**src/rtl/fifo_push_arbiter_pkg.sv**
```systemverilog
// Shared types and helpers for the FIFO push arbiter and other round-robin arbiters.
package fifo_arb_pkg;

    typedef enum logic {
        IDLE = 1'b0,
        BUSY = 1'b1
    } arb_state_t;

    // Largest requester count the generic pick function supports.
    localparam int MAX_REQ  = 16;
    localparam int MAX_ID_W = 4;

    typedef struct packed {
        logic                found;
        logic [MAX_ID_W-1:0] idx;
    } pick_t;

    function automatic int id_w(input int n);
        return (n > 1) ? $clog2(n) : 1;
    endfunction

    function automatic pick_t rr_pick(input logic [MAX_REQ-1:0]  valid,
                                      input logic [MAX_ID_W-1:0] ptr,
                                      input int                  n);
        pick_t               r;
        int                  c;
        logic [MAX_ID_W-1:0] cidx;
        r = '0;
        // Walk offsets from farthest to nearest so the nearest valid one wins.
        for (int k = MAX_REQ - 1; k >= 0; k--) begin
            if (k < n) begin
                c    = (int'(ptr) + k) % n;
                cidx = MAX_ID_W'(c);
                if (valid[cidx]) begin
                    r.found = 1'b1;
                    r.idx   = cidx;
                end
            end
        end
        return r;
    endfunction

endpackage

```
**src/rtl/fifo_push_arbiter_if.sv**
```systemverilog
// Requester-side handshakes and FIFO push side bundled for the push arbiter.
interface fifo_push_arbiter_if #(
    parameter int N_REQ = 4,
    parameter int WIDTH = 8
);
    localparam int ID_W = fifo_arb_pkg::id_w(N_REQ);

    logic [N_REQ-1:0]       req_valid;
    logic [N_REQ*WIDTH-1:0] req_data;
    logic [N_REQ-1:0]       req_ready;
    logic                   fifo_push;
    logic [WIDTH-1:0]       fifo_push_data;
    logic                   fifo_full;
    logic                   grant_valid;
    logic [ID_W-1:0]        grant_id;

    modport master (
        input  req_valid, req_data, fifo_full,
        output req_ready, fifo_push, fifo_push_data, grant_valid, grant_id
    );

    modport slave (
        output req_valid, req_data, fifo_full,
        input  req_ready, fifo_push, fifo_push_data, grant_valid, grant_id
    );

endinterface

```
**src/rtl/fifo_push_arbiter_rr_pick.sv**
```systemverilog
// Combinational round-robin pick: first valid requester at or after ptr_i, circularly.
module rr_priority_pick
    import fifo_arb_pkg::*;
#(
    parameter int N_REQ = 4,
    parameter int ID_W  = id_w(N_REQ)
) (
    input  logic [N_REQ-1:0] valid_i,
    input  logic [ID_W-1:0]  ptr_i,
    output logic             found_o,
    output logic [ID_W-1:0]  idx_o
);

    logic [MAX_REQ-1:0]  valid_ext;
    logic [MAX_ID_W-1:0] ptr_ext;
    pick_t               pick;

    assign valid_ext = MAX_REQ'(valid_i);
    assign ptr_ext   = MAX_ID_W'(ptr_i);

    always_comb begin
        pick = rr_pick(valid_ext, ptr_ext, N_REQ);
    end

    assign found_o = pick.found;
    assign idx_o   = ID_W'(pick.idx);

endmodule

```
**src/rtl/fifo_push_arbiter.sv**
```systemverilog
// Round-robin, burst-locked arbiter sharing one FIFO push port between N_REQ producers.
module fifo_push_arbiter
    import fifo_arb_pkg::*;
#(
    parameter int N_REQ     = 4,
    parameter int WIDTH     = 8,
    parameter int MAX_BURST = 4
) (
    input  logic                clk,
    input  logic                rst,
    fifo_push_arbiter_if.master bus
);

    localparam int ID_W = id_w(N_REQ);
    localparam int BC_W = $clog2(MAX_BURST + 1);
    localparam logic [BC_W-1:0] LAST_BEAT = BC_W'(MAX_BURST - 1);

    arb_state_t       state_q, state_d;
    logic [ID_W-1:0]  cur_id_q, cur_id_d;
    logic [ID_W-1:0]  rr_ptr_q, rr_ptr_d;
    logic [BC_W-1:0]  burst_cnt_q, burst_cnt_d;

    logic [WIDTH-1:0] data_arr [N_REQ];
    logic [ID_W-1:0]  next_ptr;
    logic [ID_W-1:0]  pick_ptr;
    logic [ID_W-1:0]  pick_idx;
    logic             pick_found;
    logic             busy;
    logic             cur_valid;
    logic             xfer;
    logic             release_grant;

    for (genvar g = 0; g < N_REQ; g++) begin : g_slice
        assign data_arr[g] = bus.req_data[g*WIDTH +: WIDTH];
    end

    assign busy      = (state_q == BUSY);
    assign cur_valid = bus.req_valid[cur_id_q];
    assign xfer      = busy && cur_valid && !bus.fifo_full;
    assign next_ptr  = (cur_id_q == ID_W'(N_REQ - 1)) ? '0 : cur_id_q + ID_W'(1);

    // In BUSY the picker only matters on release, when rr_ptr moves past cur_id.
    assign pick_ptr  = busy ? next_ptr : rr_ptr_q;

    rr_priority_pick #(
        .N_REQ (N_REQ),
        .ID_W  (ID_W)
    ) u_pick (
        .valid_i (bus.req_valid),
        .ptr_i   (pick_ptr),
        .found_o (pick_found),
        .idx_o   (pick_idx)
    );

    assign release_grant = busy && ((xfer && (burst_cnt_q == LAST_BEAT)) || !cur_valid);

    always_comb begin
        bus.req_ready = '0;
        if (busy && !rst && !bus.fifo_full) begin
            bus.req_ready[cur_id_q] = 1'b1;
        end
    end

    assign bus.fifo_push      = xfer && !rst;
    assign bus.fifo_push_data = data_arr[cur_id_q];
    assign bus.grant_valid    = busy && !rst;
    assign bus.grant_id       = (busy && !rst) ? cur_id_q : '0;

    always_comb begin
        state_d     = state_q;
        cur_id_d    = cur_id_q;
        rr_ptr_d    = rr_ptr_q;
        burst_cnt_d = burst_cnt_q;
        case (state_q)
            IDLE: begin
                if (pick_found) begin
                    state_d     = BUSY;
                    cur_id_d    = pick_idx;
                    burst_cnt_d = '0;
                end
            end
            BUSY: begin
                if (xfer) begin
                    burst_cnt_d = burst_cnt_q + BC_W'(1);
                end
                if (release_grant) begin
                    rr_ptr_d    = next_ptr;
                    burst_cnt_d = '0;
                    if (pick_found) begin
                        cur_id_d = pick_idx;
                    end else begin
                        state_d  = IDLE;
                    end
                end
            end
            default: state_d = IDLE;
        endcase
    end

    always_ff @(posedge clk) begin
        if (rst) begin
            state_q     <= IDLE;
            cur_id_q    <= '0;
            rr_ptr_q    <= '0;
            burst_cnt_q <= '0;
        end else begin
            state_q     <= state_d;
            cur_id_q    <= cur_id_d;
            rr_ptr_q    <= rr_ptr_d;
            burst_cnt_q <= burst_cnt_d;
        end
    end

endmodule

```
**src/flat_wrapper.sv**
```systemverilog
// flat-port wrapper written by rule: the top's interface ports become plain ports
module fifo_push_arbiter_flat import fifo_arb_pkg::*;
#(
    parameter int N_REQ     = 4,
    parameter int WIDTH     = 8,
    parameter int MAX_BURST = 4
)
  (clk, rst, bus_req_valid, bus_req_data, bus_fifo_full, bus_req_ready, bus_fifo_push, bus_fifo_push_data, bus_grant_valid, bus_grant_id);
  fifo_push_arbiter_if #(.N_REQ(N_REQ), .WIDTH(WIDTH)) bus_i ();
  input  logic clk;
  input  logic rst;
  input wire logic [$bits(bus_i.req_valid)-1:0] bus_req_valid;
  input wire logic [$bits(bus_i.req_data)-1:0] bus_req_data;
  input wire logic [$bits(bus_i.fifo_full)-1:0] bus_fifo_full;
  output wire logic [$bits(bus_i.req_ready)-1:0] bus_req_ready;
  output wire logic [$bits(bus_i.fifo_push)-1:0] bus_fifo_push;
  output wire logic [$bits(bus_i.fifo_push_data)-1:0] bus_fifo_push_data;
  output wire logic [$bits(bus_i.grant_valid)-1:0] bus_grant_valid;
  output wire logic [$bits(bus_i.grant_id)-1:0] bus_grant_id;
  assign bus_i.req_valid = bus_req_valid;
  assign bus_i.req_data = bus_req_data;
  assign bus_i.fifo_full = bus_fifo_full;
  assign bus_req_ready = bus_i.req_ready;
  assign bus_fifo_push = bus_i.fifo_push;
  assign bus_fifo_push_data = bus_i.fifo_push_data;
  assign bus_grant_valid = bus_i.grant_valid;
  assign bus_grant_id = bus_i.grant_id;
  fifo_push_arbiter #(.N_REQ(N_REQ), .WIDTH(WIDTH), .MAX_BURST(MAX_BURST)) u_core (.clk(clk), .rst(rst), .bus(bus_i));
endmodule
```
**config.mk**
```make
export PLATFORM = sky130hd
export DESIGN_NAME = fifo_push_arbiter_flat
export DESIGN_NICKNAME = d
export VERILOG_FILES = /design/src/rtl/fifo_push_arbiter_pkg.sv /design/src/rtl/fifo_push_arbiter_if.sv /design/src/rtl/fifo_push_arbiter_rr_pick.sv /design/src/rtl/fifo_push_arbiter.sv /design/src/flat_wrapper.sv
export SDC_FILE = /design/constraint.sdc
export NUM_CORES = 1
export LEC_CHECK = 0
export ABC_AREA = 0
export BUFFER_PORTS_ARGS = -buffer_cell sky130_fd_sc_hd__buf_4
export CAP_MARGIN = 0
export CORE_AREA = 2 2 52 44
export DETAILED_ROUTE_END_ITERATION = 7
export DIE_AREA = 0 0 54 46
export PLACE_DENSITY_LB_ADDON = 0.05
export SLEW_MARGIN = 20
export SYNTH_ARGS = -nofsm -noshare
export SYNTH_HDL_FRONTEND = slang
export SYNTH_SLANG_ARGS = --single-unit
```
**constraint.sdc**
```tcl
create_clock -name clk -period 4.2 [get_ports clk]
set_clock_uncertainty 0.2 [all_clocks]
set_input_delay 0.84 -clock clk [delete_from_list [all_inputs] [get_ports clk]]
set_output_delay 0.84 -clock clk [all_outputs]
set_load 0.1 [all_outputs]
```
Word level (Yosys, flattened, before mapping)
Index checks and enable logic that the tools add are counted.

word-level totals
  logic and storage cells = 76
  input bits = 39
  output and inout bits = 16
  register bits after elaboration = 8

operators by class
  magnitude comparators = 7
  reduce and logical (&&, ||, !) cells = 17
  bitwise operators = 5
  $add $sub $neg = 5
  equality and inequality tests = 5
  muxes and demuxes = 33

operator list
  kind                 count
  $mux 5               4
  $bmux 8 s2           1
  $mux 8               2
  $lt 4x5->1 const B   3
  $mux 2               5
  $bmux 1 s3           3
  $mux 3               3
  $logic_and 1x1->1    8
  $mux 1               8
  $pmux 3 s2           1
  $reduce_or 2->1      3
  $lt 2x5->1 const B   1
  $add 2x1->2 const B  2
  $add 2x2->2 const B  2
  $bmux 1 s2           2
  $mux 4               1
  $ne 2x2->1 const B   2
  $pmux 2 s2           1
  $reduce_and 2->1     2
  $add 3x1->3 const B  1
  $and 1x1->1 const A  3
  $eq 3x2->1 const B   1
  $ge 3x3->1 const B   1
  $logic_not 1->1      3
  other kinds (9)      9

Logic depth before layout (Yosys ltp)
  depth in word-level cells = 15
  gate-level depth with buffers = 7
  mapped depth without buffers = 7

Cells and area by module
From an unflattened synthesis, not the netlist that was laid out.

second synthesis, totals
  cells, all modules = 89
  area total of the unflattened synthesis = 902.1 um^2

modules (own cells, without submodules)
  module             area each (um^2)  cells each  times used  sequential area each (um^2)
  fifo_push_arbiter  820.8             74          1           160.2
  rr_priority_pick   81.3              15          1           0.0

Least setup slack after synthesis
Ideal clock, no wire load.

  kind = input-to-output
  from = input port rst
  to = output port bus_fifo_push
  data required time = 3.160 ns
  buffers on the path = 1
  slack = -0.202 ns
  cell stages on the path = 3
  arrival = 3.362 ns
  cell sequence = clkbuf_1 > nand2b_1 > nor3_1

on the way
  word-level cells in the longest chain between the ends = 2

ends and longest elaborated chain
  what                RTL line                 RTL
  start: declaration  flat_wrapper.sv:11       input logic rst;
  $logic_not 1->1     fifo_push_arbiter.sv:64  assign bus.fifo_push = xfer && !rst;
  $logic_and 1x1->1   fifo_push_arbiter.sv:64
  end: declaration    flat_wrapper.sv:16       output wire logic [$bits(bus_i.fifo_push)-1:0] bus_fifo_push;

No other way between the ends.

Worst setup path after layout
  from = register u_core.cur_id_q[0]
  to = output port bus_fifo_push

on the way
  word-level cells in the longest chain between the ends = 5

ends and longest elaborated chain
  what                             RTL line                  RTL
  start: declaration               fifo_push_arbiter.sv:19   logic [ID_W-1:0] cur_id_q, cur_id_d;
  start signal: assignment         fifo_push_arbiter.sv:108  cur_id_q <= cur_id_d;
  $bmux 1 s2                       fifo_push_arbiter.sv:38   assign cur_valid = bus.req_valid[cur_id_q];
  $mux 1 (not written as such)     fifo_push_arbiter.sv:38
  $logic_and 1x1->1 (2 in series)  fifo_push_arbiter.sv:39   assign xfer = busy && cur_valid && !bus.fifo_full;
  $logic_and 1x1->1                fifo_push_arbiter.sv:64

No other way between the ends. The select of a mux whose other input is x is not followed.

==> metrics.csv <==
stage;metric;value;unit
run_status;status;completed;
sta;slew_headroom;49.4;%
yosys;synth_area;820;sq um
clocking;cts.path.max_buffers;2;
routing;drt_iter0_markers;9;
sta;slew_viol_final;0;
worst_setup_path;r2r_cells;6;
yosys;syn_inst;84;
pwr;p_per_area;345;nW/um^2
worst_setup_path;cp-start-kind;register;
yosys;syn_avg_cell_area;9.76;sq um
finish;antennaDiodeCount;0;
sta;min_period;3.08;ns
yosys;ys_warn_count;0;
placement;post-place-cells;159;
clocking;clk_latency;0.27;ns
finish;nNetsFinal;184;
worst_setup_path;worstPathArrival;2.04;ns
yosys;synth-seq-cells;8;
routing;totalWireLength;2130;um
routing;drt-pass1-iter-count;4;
clocking;cts_tree;built;
worst_hold_path;hold_depth;2;
yosys;ys_seq_area_share;19.5;%
worst_setup_path;crit_required;3.16;ns
sta;hold_viol_final;0;
floorplanning;die_h;46;um
pwr;vdd_drop_max;0.205;mV
worst_hold_path;hold_path_class;register to register;
placement;dp_hpwl;1780;um
routing;wire_per_inst;13.1;um
worst_setup_path;critPathKind;register to primary output;
placement;globalplace.congestion;0.825;
sta;final.setup.tns;0;ns
routing;detail-route-antenna-nets;0;
clocking;root_buffer;clkbuf_4;
floorplanning;die_area;2480;sq um
floorplanning;fp-row-count;15;
floorplanning;initial_core_util;40.4;%
clocking;post-cts-setup-buffers;0;
worst_hold_path;worstHoldStart;u_core.burst_cnt_q[2];
placement;port_buffers;54;
worst_setup_path;rr_endpoint;u_core.cur_id_q[1];
sta;setup_viol;0;
clocking;numCtsBuffers;3;
worst_hold_path;holdPathEnd;u_core.burst_cnt_q[2];
clocking;postCtsHoldBufs;0;
finish;drive_gt1_share;52.6;%
finish;fillers;196;
worst_setup_path;reg2reg_from;u_core.cur_id_q[0];
yosys;syn_nets;129;
global_routing;grt_max_degree;16;
clocking;clk_pin_slew;0.06;ns
sta;period_share;73.4;%
floorplanning;core_area;2030;sq um
finish;fin_util;62.2;%
global_routing;antenna_found_initial;0;
pwr;p_leak;0.564;nW
global_routing;grt.total_usage;17.9;%
sta;clock.fmax;0.324;GHz
clocking;htree_levels;1;
sta;worst_pin_slew;0.757;ns
global_routing;grt_first_pass_wirelength;3120;um
finish;area_delta_synth_final;53.7;%
worst_setup_path;ff2ff_setup_slack;1.69;ns
clocking;ctsResizeCount;0;
placement;post-place-ws;1.27;ns
global_routing;grt_pass1_vias;721;
worst_setup_path;crit_fanout;15;
routing;viasPerCell;5.21;
floorplanning;ios;55;
sta;setup_ws;1.12;ns
job;drv_cap;0;
finish;fin_cells;162;
floorplanning;die_w;54;um
worst_setup_path;critPathCaptureType;primary output;
routing;drc;0;
global_routing;grt-ovfl-total;0;
sta;rsz0062_at_grt;false;
routing;vias;844;
clocking;cts_sinks;8;
yosys;ys_types;31;
## state kept, by name, summed over array words and instances (netlist names)
name	count
u_core.busy	1
u_core.burst_cnt_q	3
u_core.cur_id_q	2
u_core.rr_ptr_q	2
## synthesized netlist by cell type
master	n	area, sq um
nand2b_1	3	18.8
mux2i_1	5	50.1
o21ai_0	2	10.0
buf_2	1	5.00
a21boi_1	1	7.51
dfxtp_1	8	160
nand3_1	3	15.0
buf_4	2	15.0
o22ai_1	1	6.26
nand2_1	2	7.51
or3b_4	1	11.3
o31ai_1	2	15.0
nand3b_1	2	15.0
inv_1	6	22.5
a21oi_1	3	15.0
o311ai_0	1	8.76
o22ai_2	2	25.0
a311o_1	1	10.0
a21boi_0	1	7.51
a311o_2	1	11.3
nor3_1	1	5.00
nor3b_1	1	7.51
ha_1	6	75.1
nor2_1	10	37.5
o22a_1	1	8.76
and2_1	4	25.0
a21oi_4	1	16.3
mux4_2	8	180
clkbuf_1	1	3.75
nor2b_1	2	12.5
mux2_2	1	11.3
## stage by stage
stage	hold slack [ns]	instance area, sq um	power [W]
2_1_floorplan	0.252	825	0.000312
3_5_place_dp	0.282	1240	0.000375
3_3_place_gp	0.276	1240	0.000373
4_1_cts	0.292	1260	0.000438
6_report	0.285	1260	0.000435
5_1_grt	0.319	1260	0.000457
## worst max-delay path: stages, from the launching register on
cell and delay [ns]:
dfxtp_1 0.81, mux2i_1 0.21, mux2_2 0.33, nor3_2 0.11
buf_4 0.31
## area by class of cell
cell class	count	area, sq um	area share, %
Clock buffer	3	22.5	1.79
Inverter	6	22.5	1.79
Multi-Input combinational cell	66	618	49.1
Sequential cell	8	160	12.7
Tap cell	25	31.3	2.48
Timing Repair Buffer	54	405	32.2
## cells in the final DEF, fill, tap and decap left out, drive strengths merged, types with 4 or more instances in the layout
cell | synthesis | final
mux4 | 8 | 8
ha | 6 | 6
nor2 | 10 | 10
mux2i | 5 | 5
dfxtp | 8 | 8
and2 | 4 | 4
inv | 6 | 6
buf | 3 | 54
a21oi | 4 | 4
## logic make-up after synthesis
family                   Yosys count  share of synthesized area (%)
adder cells (fa/ha/maj)            6                           9.16
AO/OA/AOI/OAI                     17                           17.3
multiplexers                      14                           29.5
flip-flops                         8                           19.5
AND/OR/NAND/NOR                   29                           18.9
buffers and inverters             10                           5.65
## layer usage
layer	share of wire [%]	vias up	wire length, um	GRT usage [%]
li1	-	423	-	-
met1	41	388	878	23.0
met2	51	31	1080	28.3
met3	7.1	2	150	6.91
met4	0.85	0	18	4.50
met5	0	-	0	0
## power breakdown
group / switching (W) / internal, W / total [W] / leakage, nW
clock network: 0.0000297 / 0.0000329 / 0.0000626 / 0.0138
registers: 0.0000177 / 0.0000826 / 0.000100 / 0.0656
logic: 0.000178 / 0.0000937 / 0.000272 / 0.484
## how the worst max path moves through the flow
stage,from,to,slack (ns),depth (start not counted)
final,u_core.cur_id_q[0],bus_fifo_push,1.12,4
after global routing,u_core.cur_id_q[0],bus_fifo_push,0.93,4
after CTS,u_core.cur_id_q[0],bus_fifo_push,1.04,4
after detailed placement,rst,bus_req_ready[0],1.27,5
after global placement,rst,bus_req_ready[3],1.30,5
after floorplan,rst,bus_grant_id[0],0.61,3
(Power assumes the default switching activity.)
